--- src/rtl/time_setter.sv ---
// Button-driven time-entry controller for the Clock block: debounces mode/inc buttons,
// walks hour -> minute -> second editing and strobes the edited time into Clock on commit.
module time_setter #(
    parameter int DEBOUNCE_CYCLES = 4,
    parameter int TIMEOUT_CYCLES  = 1000
) (
    input  logic       clk,
    input  logic       reset,
    input  logic       btn_mode,
    input  logic       btn_inc,
    input  logic [5:0] cur_sec,
    input  logic [5:0] cur_min,
    input  logic [4:0] cur_hour,
    output logic [5:0] sec_in,
    output logic [5:0] min_in,
    output logic [4:0] hour_in,
    output logic       set,
    output logic       editing,
    output logic [1:0] field
);

    localparam int DW = $clog2(DEBOUNCE_CYCLES + 1);
    localparam int TW = $clog2(TIMEOUT_CYCLES + 1);

    typedef enum logic [2:0] {IDLE, HOUR, MIN, SEC, COMMIT} state_t;

    // Bit 0 is the mode button, bit 1 the increment button.
    logic [1:0]    raw;
    logic [1:0]    sync1;
    logic [1:0]    sync2;
    logic [1:0]    deb;
    logic [1:0]    deb_prev;
    logic [1:0]    press;
    logic [DW-1:0] db_cnt [2];

    logic          mode_press;
    logic          inc_press;

    state_t        state;
    state_t        state_next;
    logic [4:0]    hour_q;
    logic [4:0]    hour_d;
    logic [5:0]    min_q;
    logic [5:0]    min_d;
    logic [5:0]    sec_q;
    logic [5:0]    sec_d;
    logic [TW-1:0] to_cnt;
    logic [TW-1:0] to_next;

    assign raw        = {btn_inc, btn_mode};
    assign mode_press = press[0];
    assign inc_press  = press[1];

    // The debounced level only follows the synchronized input after a run of
    // DEBOUNCE_CYCLES consecutive disagreeing samples.
    always_ff @(posedge clk or posedge reset) begin
        if (reset) begin
            sync1    <= '0;
            sync2    <= '0;
            deb      <= '0;
            deb_prev <= '0;
            press    <= '0;
            for (int i = 0; i < 2; i++) begin
                db_cnt[i] <= '0;
            end
        end else begin
            sync1    <= raw;
            sync2    <= sync1;
            deb_prev <= deb;
            press    <= deb & ~deb_prev;
            for (int i = 0; i < 2; i++) begin
                if (sync2[i] != deb[i]) begin
                    if (db_cnt[i] == DW'(DEBOUNCE_CYCLES - 1)) begin
                        deb[i]    <= sync2[i];
                        db_cnt[i] <= '0;
                    end else begin
                        db_cnt[i] <= db_cnt[i] + DW'(1);
                    end
                end else begin
                    db_cnt[i] <= '0;
                end
            end
        end
    end

    always_ff @(posedge clk or posedge reset) begin
        if (reset) begin
            state  <= IDLE;
            hour_q <= '0;
            min_q  <= '0;
            sec_q  <= '0;
            to_cnt <= '0;
        end else begin
            state  <= state_next;
            hour_q <= hour_d;
            min_q  <= min_d;
            sec_q  <= sec_d;
            to_cnt <= to_next;
        end
    end

    // Mode takes priority over increment when both press pulses coincide.
    always_comb begin
        state_next = state;
        hour_d     = hour_q;
        min_d      = min_q;
        sec_d      = sec_q;
        to_next    = to_cnt;
        case (state)
            IDLE: begin
                if (mode_press) begin
                    hour_d     = (cur_hour > 5'd23) ? 5'd0 : cur_hour;
                    min_d      = (cur_min > 6'd59) ? 6'd0 : cur_min;
                    sec_d      = (cur_sec > 6'd59) ? 6'd0 : cur_sec;
                    to_next    = '0;
                    state_next = HOUR;
                end
            end
            HOUR, MIN, SEC: begin
                if (mode_press) begin
                    to_next = '0;
                    if (state == HOUR) begin
                        state_next = MIN;
                    end else if (state == MIN) begin
                        state_next = SEC;
                    end else begin
                        state_next = COMMIT;
                    end
                end else if (inc_press) begin
                    to_next = '0;
                    if (state == HOUR) begin
                        hour_d = (hour_q == 5'd23) ? 5'd0 : hour_q + 5'd1;
                    end else if (state == MIN) begin
                        min_d = (min_q == 6'd59) ? 6'd0 : min_q + 6'd1;
                    end else begin
                        sec_d = (sec_q == 6'd59) ? 6'd0 : sec_q + 6'd1;
                    end
                end else if (to_cnt == TW'(TIMEOUT_CYCLES - 1)) begin
                    to_next    = '0;
                    state_next = IDLE;
                end else begin
                    to_next = to_cnt + TW'(1);
                end
            end
            COMMIT: begin
                state_next = IDLE;
            end
            default: begin
                state_next = IDLE;
            end
        endcase
    end

    assign hour_in = hour_q;
    assign min_in  = min_q;
    assign sec_in  = sec_q;
    assign set     = (state == COMMIT);
    assign editing = (state == HOUR) || (state == MIN) || (state == SEC);

    always_comb begin
        field = 2'd0;
        case (state)
            HOUR:    field = 2'd1;
            MIN:     field = 2'd2;
            SEC:     field = 2'd3;
            default: field = 2'd0;
        endcase
    end

endmodule

--- config.mk ---
export PLATFORM = sky130hd
export DESIGN_NAME = time_setter
export DESIGN_NICKNAME = d
export VERILOG_FILES = /design/src/rtl/time_setter.sv
export SDC_FILE = /design/constraint.sdc
export NUM_CORES = 1
export LEC_CHECK = 0
export ABC_AREA = 1
export CAP_MARGIN = 20
export CELL_PAD_IN_SITES_DETAIL_PLACEMENT = 0
export CELL_PAD_IN_SITES_GLOBAL_PLACEMENT = 1
export CORE_ASPECT_RATIO = 0.6
export CORE_MARGIN = 2
export CORE_UTILIZATION = 42
export DETAILED_ROUTE_END_ITERATION = 6
export PLACE_DENSITY_LB_ADDON = 0.25
export SETUP_SLACK_MARGIN = 0.15
export SLEW_MARGIN = 10
export SYNTH_ARGS = -nofsm -noshare
export SYNTH_HDL_FRONTEND = slang
export SYNTH_SLANG_ARGS = --single-unit
--- constraint.sdc ---
create_clock -name clk -period 4.3 [get_ports clk]
set_clock_uncertainty 0.05 [all_clocks]
set_input_delay 1.29 -clock clk [delete_from_list [all_inputs] [get_ports clk]]
set_output_delay 1.29 -clock clk [all_outputs]
set_load 0.01 [all_outputs]
Word level (Yosys, flattened, before mapping)
Cells that the tools add are included.
{"block": "classes", "n_mux": 40, "add_sub_neg": 6, "order_cmp": 3, "n_reduce_logical": 12, "n_eq_ne": 21, "bitwise_logic": 2}
{"operator": "6-bit two-way mux", "n": 14}
{"operator": "10-bit two-way mux", "n": 4}
{"operator": "3-bit two-way mux", "n": 10}
{"operator": "5-bit two-way mux", "n": 6}
{"operator": "6-bit case mux with 2 select lines", "n": 2}
{"operator": "10-bit case mux with 2 select lines", "n": 1}
{"operator": "2-bit != test, second input constant", "n": 7}
{"operator": "6-bit by 1-bit adder with 6-bit output, second input constant", "n": 2}
{"operator": "3-bit by 2-bit == test with 1-bit output, second input constant", "n": 4}
{"operator": "6-bit == test, second input constant", "n": 2}
{"operator": "6-bit > comparator, second input constant", "n": 2}
{"operator": "6-bit AND reduction", "n": 2}
{"operator": "10-bit by 1-bit adder with 10-bit output, second input constant", "n": 1}
{"operator": "10-bit == test, second input constant", "n": 1}
{"operator": "5-bit case mux with 2 select lines", "n": 1}
{"operator": "3-bit by 1-bit adder with 3-bit output, second input constant", "n": 2}
{"operator": "3-bit != test, second input constant", "n": 2}
{"operator": "2-bit case mux with 3 select lines", "n": 1}
{"operator": "3-bit case mux with 2 select lines", "n": 1}
{"operator": "2-bit AND reduction", "n": 3}
{"operator": "5-bit by 1-bit adder with 5-bit output, second input constant", "n": 1}
{"operator": "5-bit == test, second input constant", "n": 1}
{"operator": "5-bit > comparator, second input constant", "n": 1}
{"operator": "5-bit AND reduction", "n": 1}
{"operator": "other kinds (10)", "n": 12}
{"block": "totals", "out_inout_bits": 21, "ff_bits": 46, "input_bits": 21, "wordCells": 97}

Depth between registers and ports, before layout
Gate-level depths: netlist of the first run.
{"block": "depth", "word_depth": 7, "ltp_mapped": 9, "ltp_nobuf": 9}

Worst setup path before layout of the first run
No wires, ideal clock.
{"block": "synth_path", "path_kind": "register to output", "from": "register state[2]", "to": "output port set", "required_ns": 2.960, "slack_ns": 2.187, "path_stages_with_launch": 3, "path_buffers": 0, "arrival_ns": 0.773, "path_cell_list": "dfrtp_1 > inv_2 > nor2_1"}
{"block": "synth_between", "elab_chain_len": 1}
{"item": "start, declared", "line": "39", "text": "state_t state;"}
{"item": "start signal, assigned", "line": "94", "text": "state <= state_next;"}
{"item": "3-bit == test", "line": "157", "text": "assign set = (state == COMMIT);"}
{"item": "end, declared", "line": "17", "text": "output logic set,"}
No other way between the ends.

Worst setup path after layout of the first run
Ends and elaborated chain as after synthesis.

==> impl_metrics.toml, run 1 <==
[run_status]
status = "completed"

[route]
drc = 0
vias = 2172
wl_um = 5458
vias_per_cell = 4.816
drt_iter0_drc = 98
post_drt_wl_per_cell_um = 12.10
firstDrtPassIters = 4
antenna_left = 0

[critical_path]
end_kind = "output pin"
ff2ff_path_depth = 8
worstPathRequired_ps = 2960
critPathMaxFanout = 5
startpoint_type = "register"
max_stage_delay_ps = 550
cp_slowest_cell = "clkdlybuf4s50_1"
r2r_end = "min_in[5]"
arrival_ps = 1650
rrSetupSlack_ps = 2580
setup.worst_path.class = "register to output pin"
worstPathCellList = "inv_2 > nor2_1 > clkdlybuf4s50_1"
rr_startpoint = "state[2]"

[grt]
overflow = 0
grt_start_max_net_pins = 47
antenna_found_initial = 0
grt_pass1_vias = 2049
track_usage_pct = 17.89
grt_pass1_wl_um = 9446

[synthesis]
synth.distinct_cells = 26
synth_seq_area_share_pct = 45.63
synth-seq-cells = 46
ys.flop_type = "dfrtp_1"
synthCells = 323
ys_warn_count = 0
avgSynthCellArea_um2 = 7.809
synth-edff-count = 0
synthArstFlopShare_pct = 100.0
syn_nets = 350
syn_area_um2 = 2522

[hold_path]
min_path_type = "register to register"
min_from = "sync1[0]"
hold-path-endpoint = "sync2[0]"
hold_path_depth = 0

[final_layout]
nFillCells = 538
diodes = 0
nets = 397
layout_common_cells = "107 x nand2_1, 46 x dfrtp_1, 41 x clkdlybuf4s50_1"
multiInputGateArea_um2 = 1201
mostFrequentLayoutCell = "nand2_1"
drive_gt1_share_pct = 8.356
regArea_um2 = 1151
area_growth_syn_to_layout_pct = 25.40

[power]
ir_worst_vdd_mv = 0.3105
power_leakage_uw = 0.001542
power_density_nw_per_um2 = 673.7

[sta]
max_freq_ghz = 0.3343
tightest_slew_ps = 355.5
rsz0062_at_grt = "false"
layout_setup_ws_ps = 1308
finalSetupTns_ps = 0
fin_crit_ps = 2992
relSlewSlack_pct = 76.05
hold_viol = 0
timing.final.crit_share_pct = 69.57
hold_ws_ps = 315.1
setup_violations = 0
maxSlewViolCount = 0

[floorplanning]
coreArea_um2 = 5675
initial_utilization_pct = 44.44
num_rows = 21
die-area_um2 = 6662
ioPinCount = 42
dieWidth_um = 104.0
die_y_um = 64.03

[clock_tree]
postCtsSetupRepairBufs = 0
htreeDepth = 2
numCtsBuffers = 5
path_clk_slew_ps = 90
clock_latency_ps = 310
cts_tree = "yes"
cts_root_buf = "clkbuf_8"
clock-sinks = 46
post_cts_resized = 0
clockBufferDepth = 2
ctsHoldBuffers = 0

[place]
dp_slack_ps = 1638
numPortBuffers = 41
gp_congestion = 0.8115
place.detailed.hpwl_um = 4040

[run]
cap_violations = 0
[worst max path at each step]
stage	from	endpoint	slack (ps)	cells past startpoint
2_1_floorplan	reset	db_cnt[0]	1870	1
3_3_place_gp	state[2]	set	1660	3
3_5_place_dp	state[2]	set	1640	3
4_1_cts	state[0]	editing	1290	3
5_1_grt	state[2]	set	1230	3
6_report	state[2]	set	1310	3
[where the power goes]
group	switching, uW	internal (uW)
Sequential	149	567
Combinational	605	422
Clock	155	233
[cells in the mapped netlist, types with 4 or more instances]
cell,number,area share [%]
a21oi_1,4,0.79
dfrtp_1,46,46
ha_1,6,3.0
inv_1,31,4.6
inv_2,7,1.0
nand2_1,107,16
nand2_4,6,2.7
nand3_1,28,5.6
nand4_1,5,1.2
nor2_1,29,4.3
nor3_1,6,1.2
o21ai_0,21,4.2
xnor2_1,5,1.7
xor2_1,6,2.1
[registers in the layout (all words and copies together) (netlist names)]
signal    count
hour_in       5
sec_in        6
deb           2
sync2         2
state         3
to_cnt       10
deb_prev      2
press         2
db_cnt        6
min_in        6
sync1         2
[cells by family (layout without fill, tap and decap cells)]
group,after synthesis,count (layout),share of synthesized area (%)
simple gates,187,187,33.53
buf+inv,40,88,6.746
xor+xnor,11,11,3.819
fa+ha+maj,6,6,2.976
compound gates,33,33,7.292
flops,46,46,45.63
[stage by stage]
step	cell area, um^2	util, %	power, uW	std cells
after detailed placement	3005	52.95	1748	442
after floorplan	2522	-	1423	323
after global placement	3005	52.95	1739	442
after global routing	3163	55.73	2318	451
final	3163	55.73	2131	451
after CTS	3143	55.38	2147	450
[worst max-delay path: cells and delay by family, from the launching register on]
kind | cells | cell delay, ps
DFF | 1 | 530
and+or+nand+nor | 1 | 140
buffers and inverters | 2 | 680
[area by class of cell]
cell class / count / area share [%]
tap: 80 / 3.165
inverter: 38 / 4.510
timing repair buffer: 42 / 13.61
multi-input combinational: 237 / 37.97
clock inverter: 3 / 2.176
clock buffer: 5 / 2.176
sequential: 46 / 36.39
[layer usage]
layer  GRT usage, %  vias up  part of all wire (%)
li1               -     1121                     -
met1          26.45      992                    54
met2          26.40       51                    40
met3          3.673        8                   4.8
met4          5.574        0                   1.3
met5              0        -                     0
(Power assumes the default switching activity.)
==> run 2, diff against run 1 <==
--- a/config.mk
+++ b/config.mk
@@ -11,7 +11,7 @@
 export CELL_PAD_IN_SITES_GLOBAL_PLACEMENT = 1
 export CORE_ASPECT_RATIO = 0.6
 export CORE_MARGIN = 2
-export CORE_UTILIZATION = 42
+export CORE_UTILIZATION = 39
 export DETAILED_ROUTE_END_ITERATION = 6
 export PLACE_DENSITY_LB_ADDON = 0.25
 export SETUP_SLACK_MARGIN = 0.15
==> constraint.sdc (replaced) <==
create_clock -name clk -period 3.1 [get_ports clk]
set_clock_uncertainty 0.05 [all_clocks]
set_input_delay 0.93 -clock clk [delete_from_list [all_inputs] [get_ports clk]]
set_output_delay 0.93 -clock clk [all_outputs]
set_load 0.01 [all_outputs]
==> run 2 against run 1 <==
  * Critical path depth did not move
  * Worst hold slack got worse by 8.1 ps
  * Global-route usage fell by 1.1 points
  * Register-to-register slack got worse by 1200 ps
  * Die area rose by 7.3%
  * Largest cell class unchanged
  * Highest routed layer unchanged
==> impl_metrics.toml, run 2 (synthesis results as in run 1) <==
[place]
gp_congestion = 0.7915
dp_slack_ps = 788.6
numPortBuffers = 41
place.detailed.hpwl_um = 4105

[final_layout]
nets = 398
drive_gt1_share_pct = 8.333
largest_reg_flops = 10
diodes = 0
mostFrequentLayoutCell = "nand2_1"
area_growth_syn_to_layout_pct = 24.31
layout_common_cells = "107 x nand2_1, 46 x dfrtp_1, 41 x clkdlybuf4s50_1"
top_register = "to_cnt"

[clock_tree]
path_clk_slew_ps = 90
clock_latency_ps = 290
htreeDepth = 2
numCtsBuffers = 5
cts_root_buf = "clkbuf_8"
cts_tree = "yes"
clock-sinks = 46
ctsHoldBuffers = 0
postCtsSetupRepairBufs = 0
clockBufferDepth = 2
post_cts_resized = 0

[critical_path]
ff2ff_path_depth = 8
arrival_ps = 1650
max_stage_delay_ps = 550
critPathMaxFanout = 5
setup.worst_path.class = "register to output pin"
end_kind = "output pin"
startpoint_type = "register"
worstPathCellList = "inv_2 > nor2_1 > clkdlybuf4s50_1"
worstPathRequired_ps = 2120
cp_slowest_cell = "clkdlybuf4s50_1"

[grt]
grt_pass1_wl_um = 9321
grt_pass1_vias = 1938
track_usage_pct = 16.79
grt_start_max_net_pins = 21
antenna_found_initial = 0
overflow = 0

[power]
p_int_uw = 1611
power_leakage_uw = 0.001525
power_density_nw_per_um2 = 909.1
seqPwrFrac_pct = 34.8
ir_worst_vdd_mv = 0.3892
switching_share_pct = 43.47
switchingPower_uw = 1239
combPwrFrac_pct = 49.7
power_frac_clock_pct = 15.5

[route]
post_drt_wl_per_cell_um = 11.68
vias = 2097
drt_iter0_drc = 110
antenna_left = 0
wl_um = 5326
drc = 0
vias_per_cell = 4.599
firstDrtPassIters = 4

[sta]
fin_crit_ps = 2634
tightest_slew_ps = 408.2
layout_setup_ws_ps = 465.7
hold_viol = 0
maxSlewViolCount = 0
timing.final.crit_share_pct = 84.98
relSlewSlack_pct = 72.50
setup_violations = 0
max_freq_ghz = 0.3796
finalSetupTns_ps = 0
rsz0062_at_grt = "false"

[floorplanning]
num_rows = 22
coreArea_um2 = 6193
dieWidth_um = 107.8
ioPinCount = 42
initial_utilization_pct = 40.73
die-area_um2 = 7148
die_y_um = 66.30

[hold_path]
hold_path_depth = 0
min_path_type = "register to register"

[run_status]
status = "completed"

[run]
cap_violations = 0
[run 2: routing by layer]
metal	track usage [%]	up-vias	part of all wire (%)
met1	25.79	930	55
met2	23.35	45	38
li1	-	1120	-
met4	4.327	0	0.47
met3	3.941	2	6.1
met5	0	-	0
[run 2: area by class of cell]
cell class	count	area, um^2
fillers	605	3058
multi-input cells	237	1201
flip-flops and latches	46	1151
repair buffers	43	425.4
inverters	38	142.6
well taps	84	105.1
clock buffers	6	72.57
clock inverters	2	37.54
[run 2: worst paths after layout]
kind | from | to | slack, ps
setup / recovery | state[2] | set | 470
hold / removal | sync1[1] | sync2[1] | 310
setup reg to reg | state[2] | sec_in[1] | 1380
hold reg to reg | sync1[1] | sync2[1] | 310
max in group asynchronous | reset | min_in[5] | 1570
min in group asynchronous | reset | sync1[1] | 880
[run 2: per-stage QoR]
step           cells  total power [uW]  util [%]  hold slack (ps)  instance area (um^2)
2_1_floorplan    323              1973         -            281.2                  2522
4_1_cts          456              2888     50.63            309.5                  3136
3_3_place_gp     448              2417     48.85            283.1                  3025
3_5_place_dp     448              2437     48.85            289.5                  3025
6_report         456              2850     50.63            307.0                  3136
5_1_grt          456              3137     50.63            326.8                  3136
[run 2: critical path, delay by kind of cell, from the launching register on]
kind          cells  cell delay, ps
buf+inv           2             670
flops             1             530
simple gates      1             160
[run 2: power groups by stage]
stage | Clock (uW) | Sequential, uW | Combinational, uW
after CTS | 457 | 994 | 1440
after global routing | 481 | 1030 | 1630
final | 442 | 991 | 1420
after global placement | 0 | 1000 | 1410
after detailed placement | 0 | 1010 | 1430
after floorplan | 0 | 1000 | 969
